`src/rtl/ex_stage.sv`:
```
// Execute stage: operand forwarding, ALU and the EX/MEM register.
// Define MUL_EN to enable the iterative shift-add multiplier (op 9).
module ex_stage #(
  parameter int WORD_WIDTH = 8
) (
  input  logic                  clk,
  input  logic                  rst_n,
  input  logic                  PR2_valid,
  input  logic [WORD_WIDTH-1:0] PR2_data_rs,
  input  logic [WORD_WIDTH-1:0] PR2_data_rt,
  input  logic [WORD_WIDTH-1:0] PR2_imm,
  input  logic                  PR2_alu_src,
  input  logic [3:0]            PR2_alu_op,
  input  logic [2:0]            PR2_rd,
  input  logic                  PR2_RF_write_en,
  input  logic                  PR2_MEM_read,
  input  logic                  PR2_MEM_write,
  input  logic [1:0]            forwardA,
  input  logic [1:0]            forwardB,
  input  logic [WORD_WIDTH-1:0] PR4_wb_data,
  input  logic                  stall,
  input  logic                  flush,
  output logic                  ex_busy,
  output logic                  PR3_valid,
  output logic [WORD_WIDTH-1:0] PR3_alu_result,
  output logic [WORD_WIDTH-1:0] PR3_store_data,
  output logic                  PR3_zero,
  output logic [2:0]            PR3_rd,
  output logic                  PR3_RF_write_en,
  output logic                  PR3_MEM_read,
  output logic                  PR3_MEM_write
);
  localparam int W = WORD_WIDTH;

  typedef struct packed {
    logic         valid;
    logic [W-1:0] alu_result;
    logic [W-1:0] store_data;
    logic         zero;
    logic [2:0]   rd;
    logic         rf_we;
    logic         mem_rd;
    logic         mem_wr;
  } pr3_t;

  typedef enum logic [1:0] {
    LD_HOLD, LD_BUBBLE, LD_ALU, LD_MUL
  } ld_t;

  pr3_t         pr3_q, pr3_d;
  ld_t          ld;
  logic [W-1:0] op_a, op_b, rt_fwd, alu_y;
  logic [W-1:0] mul_y, mul_st;
  logic         is_mul;

  assign is_mul = PR2_alu_op == 4'd9;

  always_comb begin
    case (forwardA)
      2'd1:    op_a = PR4_wb_data;
      2'd2:    op_a = pr3_q.alu_result;
      default: op_a = PR2_data_rs;
    endcase
    case (forwardB)
      2'd1:    rt_fwd = PR4_wb_data;
      2'd2:    rt_fwd = pr3_q.alu_result;
      default: rt_fwd = PR2_data_rt;
    endcase
    op_b = PR2_alu_src ? PR2_imm : rt_fwd;
  end

  always_comb begin
    alu_y = '0;
    case (PR2_alu_op)
      4'd0: alu_y = op_a + op_b;
      4'd1: alu_y = op_a - op_b;
      4'd2: alu_y = op_a & op_b;
      4'd3: alu_y = op_a | op_b;
      4'd4: alu_y = op_a ^ op_b;
      4'd5: alu_y = op_a << op_b[2:0];
      4'd6: alu_y = op_a >> op_b[2:0];
      4'd7: alu_y = {{(W-1){1'b0}},
                     $signed(op_a) < $signed(op_b)};
      4'd8: alu_y = op_b;
      default: alu_y = '0;
    endcase
  end

`ifdef MUL_EN
  typedef enum logic {IDLE, BUSY} state_t;
  localparam logic [2:0] LAST = 3'(W - 1);

  state_t       state_q, state_d;
  logic [2:0]   cnt_q;
  logic [W-1:0] acc_q, mul_a_q, mul_b_q, mul_st_q, pp;
  logic         last, accept;

  assign last   = cnt_q == LAST;
  assign accept = (state_q == IDLE) & PR2_valid & is_mul;
  assign pp     = mul_b_q[cnt_q] ? (mul_a_q << cnt_q) : '0;
  assign mul_y  = acc_q + pp;
  assign mul_st = mul_st_q;

  always_ff @(posedge clk or negedge rst_n) begin
    if (!rst_n) state_q <= IDLE;
    else        state_q <= state_d;
  end

  always_comb begin
    state_d = state_q;
    if (flush) state_d = IDLE;
    else if (!stall) begin
      unique case (state_q)
        IDLE:    if (accept) state_d = BUSY;
        BUSY:    if (last) state_d = IDLE;
        default: state_d = IDLE;
      endcase
    end
  end

  // operands are captured once; rt is kept for the store-data field
  always_ff @(posedge clk or negedge rst_n) begin
    if (!rst_n) begin
      cnt_q    <= '0;
      acc_q    <= '0;
      mul_a_q  <= '0;
      mul_b_q  <= '0;
      mul_st_q <= '0;
    end else if (!flush && !stall) begin
      if (accept) begin
        cnt_q    <= '0;
        acc_q    <= '0;
        mul_a_q  <= op_a;
        mul_b_q  <= op_b;
        mul_st_q <= rt_fwd;
      end else if (state_q == BUSY) begin
        cnt_q <= cnt_q + 3'd1;
        acc_q <= mul_y;
      end
    end
  end

  always_comb begin
    ex_busy = accept | ((state_q == BUSY) & ~last);
    ld      = LD_ALU;
    if (flush)                  ld = LD_BUBBLE;
    else if (stall)             ld = LD_HOLD;
    else if (state_q == BUSY)   ld = last ? LD_MUL : LD_BUBBLE;
    else if (!PR2_valid || is_mul) ld = LD_BUBBLE;
  end
`else
  assign ex_busy = 1'b0;
  assign mul_y   = '0;
  assign mul_st  = '0;

  always_comb begin
    ld = LD_ALU;
    if (flush)           ld = LD_BUBBLE;
    else if (stall)      ld = LD_HOLD;
    else if (!PR2_valid) ld = LD_BUBBLE;
  end
`endif

  always_comb begin
    pr3_d = pr3_q;
    case (ld)
      LD_BUBBLE: pr3_d = '0;
      LD_ALU: pr3_d = '{valid: 1'b1,
                        alu_result: alu_y,
                        store_data: rt_fwd,
                        zero: alu_y == '0,
                        rd: PR2_rd,
                        rf_we: PR2_RF_write_en,
                        mem_rd: PR2_MEM_read,
                        mem_wr: PR2_MEM_write};
      LD_MUL: pr3_d = '{valid: 1'b1,
                        alu_result: mul_y,
                        store_data: mul_st,
                        zero: mul_y == '0,
                        rd: PR2_rd,
                        rf_we: PR2_RF_write_en,
                        mem_rd: PR2_MEM_read,
                        mem_wr: PR2_MEM_write};
      default: ;
    endcase
  end

  always_ff @(posedge clk or negedge rst_n) begin
    if (!rst_n) pr3_q <= '0;
    else        pr3_q <= pr3_d;
  end

  assign PR3_valid       = pr3_q.valid;
  assign PR3_alu_result  = pr3_q.alu_result;
  assign PR3_store_data  = pr3_q.store_data;
  assign PR3_zero        = pr3_q.zero;
  assign PR3_rd          = pr3_q.rd;
  assign PR3_RF_write_en = pr3_q.rf_we;
  assign PR3_MEM_read    = pr3_q.mem_rd;
  assign PR3_MEM_write   = pr3_q.mem_wr;

endmodule

```
`config.mk`:
```
export PLATFORM = sky130hd
export DESIGN_NAME = ex_stage
export DESIGN_NICKNAME = d
export VERILOG_FILES = /design/src/rtl/ex_stage.sv
export SDC_FILE = /design/constraint.sdc
export NUM_CORES = 1
export LEC_CHECK = 0
export ABC_CLOCK_PERIOD_IN_PS = 10300
export CAP_MARGIN = 10
export CORE_MARGIN = 3
export CORE_UTILIZATION = 55
export DETAILED_ROUTE_END_ITERATION = 6
export MAX_ROUTING_LAYER = met4
export PLACE_DENSITY = 0.86
export SETUP_SLACK_MARGIN = 0.3
export SLEW_MARGIN = 0
export SYNTH_ARGS = -nofsm -noshare
export SYNTH_HDL_FRONTEND = slang
export SYNTH_SLANG_ARGS = --single-unit
```
`constraint.sdc`:
```
create_clock -name clk -period 10.3 [get_ports clk]
set_clock_uncertainty 0.05 [all_clocks]
set_input_delay 1.545 -clock clk [delete_from_list [all_inputs] [get_ports clk]]
set_output_delay 1.545 -clock clk [all_outputs]
set_load 0.01 [all_outputs]
```
Yosys cells after proc, flatten, opt, wreduce, memory -nomap -nowiden
Index checks and enable logic that the tools add are counted.

$add $sub $neg: 2. Multiply operators: 0. Divide/modulo/power cells: 0. $lt $le $gt $ge: 1. Eq/ne operators: 15. Shift operators: 2. Multiplexer cells: 8. Bitwise logic cells: 3. Reductions and logical operators: 3.

Operators with widths (count): $pmux 24 s3 (1); $pmux 8 s9 (1); $pmux 8 s2 (2); $eq 4x3->1 const B (4); $add 8x8->8 (1); $and 8x8->8 (1); $eq 2x2->1 const B (4); $eq 4x2->1 const B (2); $logic_not 8->1 (1); $lt 8x8->1 (1); $mux 8 (1); $or 8x8->8 (1); $shl 8x3->8 (1); $shr 8x3->8 (1); $sub 8x8->8 (1); $xor 8x8->8 (1); $eq 2x1->1 const B (3); $mux 2 (3); $eq 4x1->1 const B (1); $eq 4x4->1 const B (1); $logic_not 4->1 (1); $reduce_bool 3->1 (1).

Register bits after elaboration: 24. Latch bits: 0. Bits in writable memories: 0. Memory bits (read-only): 0. Bits of input ports: 52. Word-level logic and storage cells: 42. Memories kept: 0.

Logic depth before layout (Yosys ltp)
Depth in word-level cells: 7. Depth in mapped cells: 19. Gate-level depth less buffers: 16.

Worst setup path after synthesis
Ideal clock, no wire load.

Path type: input port to flip-flop. Start: input forwardB[0]. End: register pr3_q, in the netlist PR3_zero. Data arrival time: 4.783 ns. Data required time: 10.182 ns. Path slack: 5.400 ns. Stages on the path: 19. Cells stage by stage: inv_1 ha_1 buf_6 nor2b_4 a221o_1 buf_6 inv_4 buf_6 ha_1 inv_1 fa_1 a211o_1 nand3_1 a2bb2o_1 o21ai_0 o211a_1 o21ai_1 nor4bb_1 a32o_1.

Cells in the longest elaborated chain, start to end: 7.

RTL lines: start: declaration (RTL line 19) `input logic [1:0] forwardB,`; $eq 2x2->1 / $eq 2x1->1 (equally long branches) (RTL line 64) `case (forwardB)`; $pmux 8 s2 * (RTL line 64); $mux 8 * (RTL line 69) `op_b = PR2_alu_src ? PR2_imm : rt_fwd;`; $sub 8x8->8, or another cell as far along (RTL line 76) `4'd1: alu_y = op_a - op_b;`; $pmux 8 s9 * (RTL line 74) `case (PR2_alu_op)`; $logic_not 8->1 * (RTL line 171) `zero: alu_y == '0,`; $pmux 24 s3 * (RTL line 166) `case (ld)`; end signal: assignment (RTL line 190) `else pr3_q <= pr3_d;`; end: declaration (RTL line 50) `pr3_t pr3_q, pr3_d;`.

Every way passes the cells marked *; elsewhere a longest branch is shown, timed or not. A chain may end at the register's enable or synchronous reset.

Worst setup path in the final report
Same ends and word-level chain as after synthesis.

==> reports/results.txt <==
The first-pass GRT wire length came out at 16.6 mm. The count of nets left with antenna violations once routing finished came out at 0. The cell at the root of the clock tree is sky130_fd_sc_hd__clkbuf_8. The most used flip-flop cell after synthesis is sky130_fd_sc_hd__dfrtp_1. The final layout net count was 548; the count of buffers inserted at the top-level ports was 75. The run gives 168 MHz as the maximum operating frequency. Along the worst path, the maximum fanout reaches 17. The logs give 1 for the H-tree level count and 0 for the number of hold buffers added after CTS. For the number of max-cap violations, the log shows 0. Adding up every negative setup slack in the final design gives 0 ps.

The area added between synthesis and finish is 23.8%, and the placement row count is 27. Leaving out fill and tap cells, the most frequent cells in the layout are sky130_fd_sc_hd__clkdlybuf4s50_1 (75), sky130_fd_sc_hd__nand2_1 (46), sky130_fd_sc_hd__inv_1 (33). The transition time at the pin with the least slew margin is 1120 ps, and the final number of max-transition violations is 0. The largest stage delay on the critical path was 640 ps; the proportion of layout cells with a drive suffix above 1 was 0.0496.

Setup violations remaining at the end of the flow were counted as 0. For the cell area after synthesis, the log shows 3190 um2. The via count of the first global-routing pass was 3,201; the data arrival at the endpoint of the critical path was 6120 ps. After technology mapping, the gate count stands at 411. The number of gates resized after CTS was 0. The tools report the final count of hold timing violations as 0.

For this design the ratio of total power to cell area is 100 nW/um2. Counting along the longest clock path gives a buffer depth of 2. The worst max-slew margin expressed relative to the limit was 0.241; the minimum hold slack was 435 ps. The logs give 30 for the pin count of the biggest net entering global routing and 0 for the remaining routing DRC violations.

In this run, synthesis produced a sequential element count of 24. Register clock-pin slew on the reported worst setup and hold paths: 100 ps. TritonCTS built the clock tree.

The number of setup buffers added after CTS is 0. The tools report the area of the die as 6750 um2. CTS saw 24 sinks. The number of different library cells used by synthesis comes to 72. The sequential share of the synthesized area came out at 0.188. Yosys mapped a number of flops with a built-in enable equal to 0.

The routed design has 10.6 mm of wire. Summed over all cells, the static leakage comes to 1.69 nW. Starting utilization of the core area: 0.572.

The startpoint class of the critical path was a primary input. The post-synthesis average cell area was 7.76 um2. For this block, the initial DRC count from the detailed router was 452.

Counting the buffers created by CTS gives 3. Family of cells with the greatest summed delay on the critical path: compound AO/OA/AOI/OAI gates. After filler insertion, the fill cell instance count of the layout stands at 454. For the worst setup path, the data required time is 10,470 ps.

Counting both buffers and inverters, the worst setup path holds a total of 4. The initial antenna violation count is 0, and the area taken by flip-flops and latches is 601 um2. The critical path start-end classification was in2reg. The post-detailed-route via-to-cell ratio is 6.53.

Setup repair after global routing left no endpoint under its margin. The element type at the critical path end is a flop. The horizontal die dimension is 82.2 um, and the y dimension of the die is 82.2 um. The post-placement worst setup slack is 4150 ps. The tools report the residual overflow from global routing as 0. Total track usage: 0.323.

The wire-length estimate of the detail-placed layout is 8.14 mm. In the final layout, the multi-input gates occupy 2280 um2. The proportion of synthesized flip-flops having asynchronous set or reset is 1.00. The period utilization came out at 0.577. The run finished with clean final reports. For this run, the number of Yosys warnings is 0. The placer's final routability congestion estimate was 0.929; the core area was 5570 um2. Across the VDD grid, the largest voltage drop is 0.0908 mV. Dividing the detail-routed wire length by the instance count gives 19.9 um.

Before antenna repair, the detailed router went through 5 iterations. The library cell used most frequently in the layout, excluding fill and tap cells, is sky130_fd_sc_hd__clkdlybuf4s50_1. For this block, the via count after detailed routing is 3,500. Once routing completed, OpenROAD measured the worst setup slack at 4350 ps.

Slowest stage cell on the critical path: sky130_fd_sc_hd__a221o_1. In this run the worst hold path is classified as reg2reg. The signal on the critical path passes through clkdlybuf4s50_1, inv_1, ha_1, nor2_2, a221o_1, inv_4, ha_1, inv_1, fa_1, a211o_1, nand3_1, a2bb2o_1, o21ai_0, o211a_1, o21ai_1, nor4bb_1, a32o_1. The logs give 494 for the post-synthesis net count and 0 for the final antenna diode count.

The later pin in the worst-skew pair is clocked with a latency of 270 ps. The I/O pin count was 77; the shortest clock period the worst path allows after layout was 5950 ps.
-- path summary, 6_finish.rpt --
check | cells past startpoint | end | slack [ps] | startpoint
max in group asynchronous | 1 | PR3_store_data[2] | 7750 | rst_n
hold reg to reg | 2 | PR3_valid | 430 | PR3_valid
hold / removal | 2 | PR3_valid | 430 | PR3_valid
setup reg to reg | 14 | PR3_zero | 6330 | PR3_alu_result[0]
setup / recovery | 17 | PR3_zero | 4350 | forwardB[0]
min in group asynchronous | 1 | PR3_valid | 1790 | rst_n
-- sequential cells by signal, summed over array words and instances, names as in the netlist --
name and flops:
PR3_MEM_write 1, PR3_rd 3, PR3_store_data 8, PR3_RF_write_en 1, PR3_MEM_read 1, PR3_alu_result 8, PR3_zero 1, PR3_valid 1
-- worst min-delay path: stages (launching register included) --
cell                      delay, ps
sky130_fd_sc_hd__dfrtp_1        350
sky130_fd_sc_hd__nand2_1         50
sky130_fd_sc_hd__nand2_1         60
-- per-layer routing --
layer | vias up | wire length, um | global-route usage
li1 | 1616 | - | -
met1 | 1633 | 4540 | 0.480
met2 | 215 | 4660 | 0.461
met3 | 36 | 1160 | 0.0477
met4 | 0 | 285 | 0.0748
met5 | - | 0 | -
-- through the flow --
step	total power, mW	instances	cell area (um2)	utilization
finish	0.396	536	3950	0.709
global route	0.419	536	3950	0.709
CTS	0.390	536	3950	0.709
detailed placement	0.305	532	3880	0.696
global placement	0.302	532	3880	0.696
floorplan	0.242	411	3190	-
-- cell type report --
class,count,share of cell area
Clock inverter,1,0.00760
Clock buffer,3,0.0104
Tap cell,72,0.0228
Timing Repair Buffer,78,0.196
Multi-Input combinational cell,322,0.576
Inverter,36,0.0351
Sequential cell,24,0.152
-- Yosys cell counts (all sizes together), types with 4 or more instances --
cell / count / area share
ha: 29 / 0.11
o21ai: 32 / 0.050
inv: 35 / 0.042
clkbuf: 16 / 0.019
a211oi: 4 / 0.0094
mux2i: 14 / 0.048
a22oi: 17 / 0.042
dfrtp: 24 / 0.19
nor2: 26 / 0.031
nor3: 10 / 0.016
buf: 13 / 0.036
nor2b: 10 / 0.022
a221o: 5 / 0.016
a21oi: 26 / 0.043
nor4: 4 / 0.0078
nand2: 46 / 0.054
a22o: 15 / 0.041
o22ai: 5 / 0.0098
nand2b: 6 / 0.012
nand3: 8 / 0.013
-- power by group --
part	leakage (nW)	switching, mW	internal [mW]
Combinational	1.32	0.121	0.0873
Clock	0.0357	0.0346	0.0521
Sequential	0.329	0.00334	0.0980
-- cell families (layout without fill, tap and decap cells) --
family                   after synthesis  in the layout  share of synthesized area
AO/OA/AOI/OAI                        144            144                      0.325
XOR/XNOR                               3              3                    0.00824
adder cells (fa/ha/maj)               31             31                      0.126
buffers and inverters                 65            118                     0.0980
flip-flops                            24             24                      0.188
multiplexers                          15             15                     0.0549
other                                  1              1                    0.00118
AND/OR/NAND/NOR                      128            128                      0.198
Note: power is estimated with default switching activity, not from simulation.
==> variant, RTL diff (same flow settings) <==
The option `MUL_EN` is turned on by a define.
--- a/src/rtl/ex_stage.sv
+++ b/src/rtl/ex_stage.sv
@@ -1,5 +1,7 @@
 // Execute stage: operand forwarding, ALU and the EX/MEM register.
 // Define MUL_EN to enable the iterative shift-add multiplier (op 9).
+`define MUL_EN
+
 module ex_stage #(
   parameter int WORD_WIDTH = 8
 ) (
Formal check against the unedited RTL: not equivalent (a bounded check fails within 4 cycles, from zero or initial values and one cycle with rst_n low).
==> variant against the unedited design <==
  * Core utilization fell by 2.9 points
  * Global-route usage rose by 0.39 points
  * Sequential cell count rose by 36
  * Via count rose by 45%
  * Wire length rose by 56%
  * Cell count rose by 45%
  * Design area rose by 53%
  * Worst setup slack got worse by 0.13 ns
  * Maximum frequency fell by 2.1%
  * Power rose by 89%
  * Synthesized area rose by 61%
  * Non-clock buffer count rose by 2
  * Critical path type unchanged
  * Critical endpoint is now PR3_alu_result[7]$_DFFE_PN0P_
  * Largest cell class unchanged
  * Highest routed layer unchanged
==> variant: results <==
group,metric,value,unit
global_routing,grt_max_degree,61,
worst_setup_path,cp_max_fo,21,
outcome,status,"finished, final reports clean",
place,place.port_buffers,76,
synthesis,synth_fa_ha_area_frac,0.104,
timing,maxSlewHeadroom,0.238,
power,power.leakage,2.63,nW
final_layout,final_nets,755,
route,via_per_inst,6.56,
place,place_congestion,1.02,
place,dp_slack,4.12,ns
route,routed_wl,16.6,mm
route,drt-initial-drc-count,548,
clock_tree,clkLatencyLatePin,0.35,ns
global_routing,grt_pass1_wl,25.5,mm
clock_tree,clk_pin_slew,0.07,ns
synthesis,synth-compound-area-share,0.279,
synthesis,synth_common_cells,"nand2_1, dfrtp_1, o21ai_0",
clock_tree,numCtsBuffers,9,
synthesis,synth_nets,701,
route,drt_first_pass_iters,6,
clock_tree,htreeDepth,3,
synthesis,yosysUniqueCellTypes,78,
global_routing,grtUsageTotal,0.327,
synthesis,yosys-top-cells-area,"dfrtp_1, ha_1, o21ai_0",
place,dpl_cell_area,5850,um2
power,power_density,124,nW/um2
synthesis,ys_seq_area_frac,0.292,
-- variant: cell types whose count changed after synthesis, sizes merged, moves of 9 or more --
cell,delta
a221o,+10
a22o,-9
dfrtp,+36
ha,+9
nand2,+30
nor2,+20
o21ai,+36
-- variant: cell families (layout without fill, tap and decap cells) --
kind of cell	count (synthesis)	in the layout
fa+ha+maj	41	41
xor+xnor	13	13
mux	18	18
compound gates	199	199
buf+inv	71	130
flops	60	60
simple gates	206	206
-- variant: worst paths after layout --
| path | from | end | slack, ns | cells past startpoint |
|---|---|---|---|---|
| worst min register to register | mul_st[5]$_DFFE_PN0P_ | mul_st[5]$_DFFE_PN0P_ | 0.44 | 2 |
| worst max-delay path | forwardB[0] | PR3_alu_result[7]$_DFFE_PN0P_ | 4.23 | 14 |
| min in group asynchronous | rst_n | mul_b_q[4]$_DFFE_PN0P_ | 1.30 | 2 |
| max in group asynchronous | rst_n | PR3_alu_result[7]$_DFFE_PN0P_ | 8.38 | 2 |
| worst min-delay path | mul_st[5]$_DFFE_PN0P_ | mul_st[5]$_DFFE_PN0P_ | 0.44 | 2 |
| worst max register to register | PR3_alu_result[1]$_DFFE_PN0P_ | PR3_alu_result[7]$_DFFE_PN0P_ | 5.92 | 11 |
-- variant: cell type report --
| class | count | share of cell area |
|---|---|---|
| repair buffers | 80 | 0.130 |
| multi-input cells | 477 | 0.545 |
| inverters | 34 | 0.0224 |
| clock inverters | 6 | 0.0108 |
| well taps | 108 | 0.0224 |
| clock buffers | 10 | 0.0211 |
| flip-flops and latches | 60 | 0.248 |
-- variant: worst max-delay path: stages --
cell             delay, ns
clkdlybuf4s50_1       0.48
inv_1                 0.05
ha_1                  0.45
a221oi_1              0.32
o31a_1                0.76
inv_2                 0.32
ha_1                  0.32
o311ai_0              0.53
a21oi_1               0.21
o41ai_1               0.49
nand2b_1              0.18
a32o_1                0.13
nand3_1               0.12
a221o_1               0.32
-- variant: per-stage QoR --
| step | instances | total power, W |
|---|---|---|
| 3_5_place_dp | 759 | 0.000533 |
| 6_report | 775 | 0.000749 |
| 2_1_floorplan | 608 | 0.000447 |
| 5_1_grt | 775 | 0.000788 |
| 3_3_place_gp | 759 | 0.000530 |
| 4_1_cts | 775 | 0.000744 |
-- variant: power by group --
part           leakage, nW  internal [W]  total, W  switching, W
clock network       0.0962      0.000112  0.000211     0.0000997
registers            0.819      0.000253  0.000271     0.0000179
logic                 1.72      0.000109  0.000267      0.000158
total                 2.63      0.000474  0.000749      0.000275
-- variant: metal layers --
metal / GRT usage / wire (um) / share of wire / up-vias
met5: - / 0 / 0 / -
met4: 0.107 / 349 / 0.021 / 0
met3: 0.0494 / 1390 / 0.084 / 32
met2: 0.494 / 7710 / 0.46 / 294
met1: 0.451 / 7140 / 0.43 / 2419
li1: - / - / - / 2340
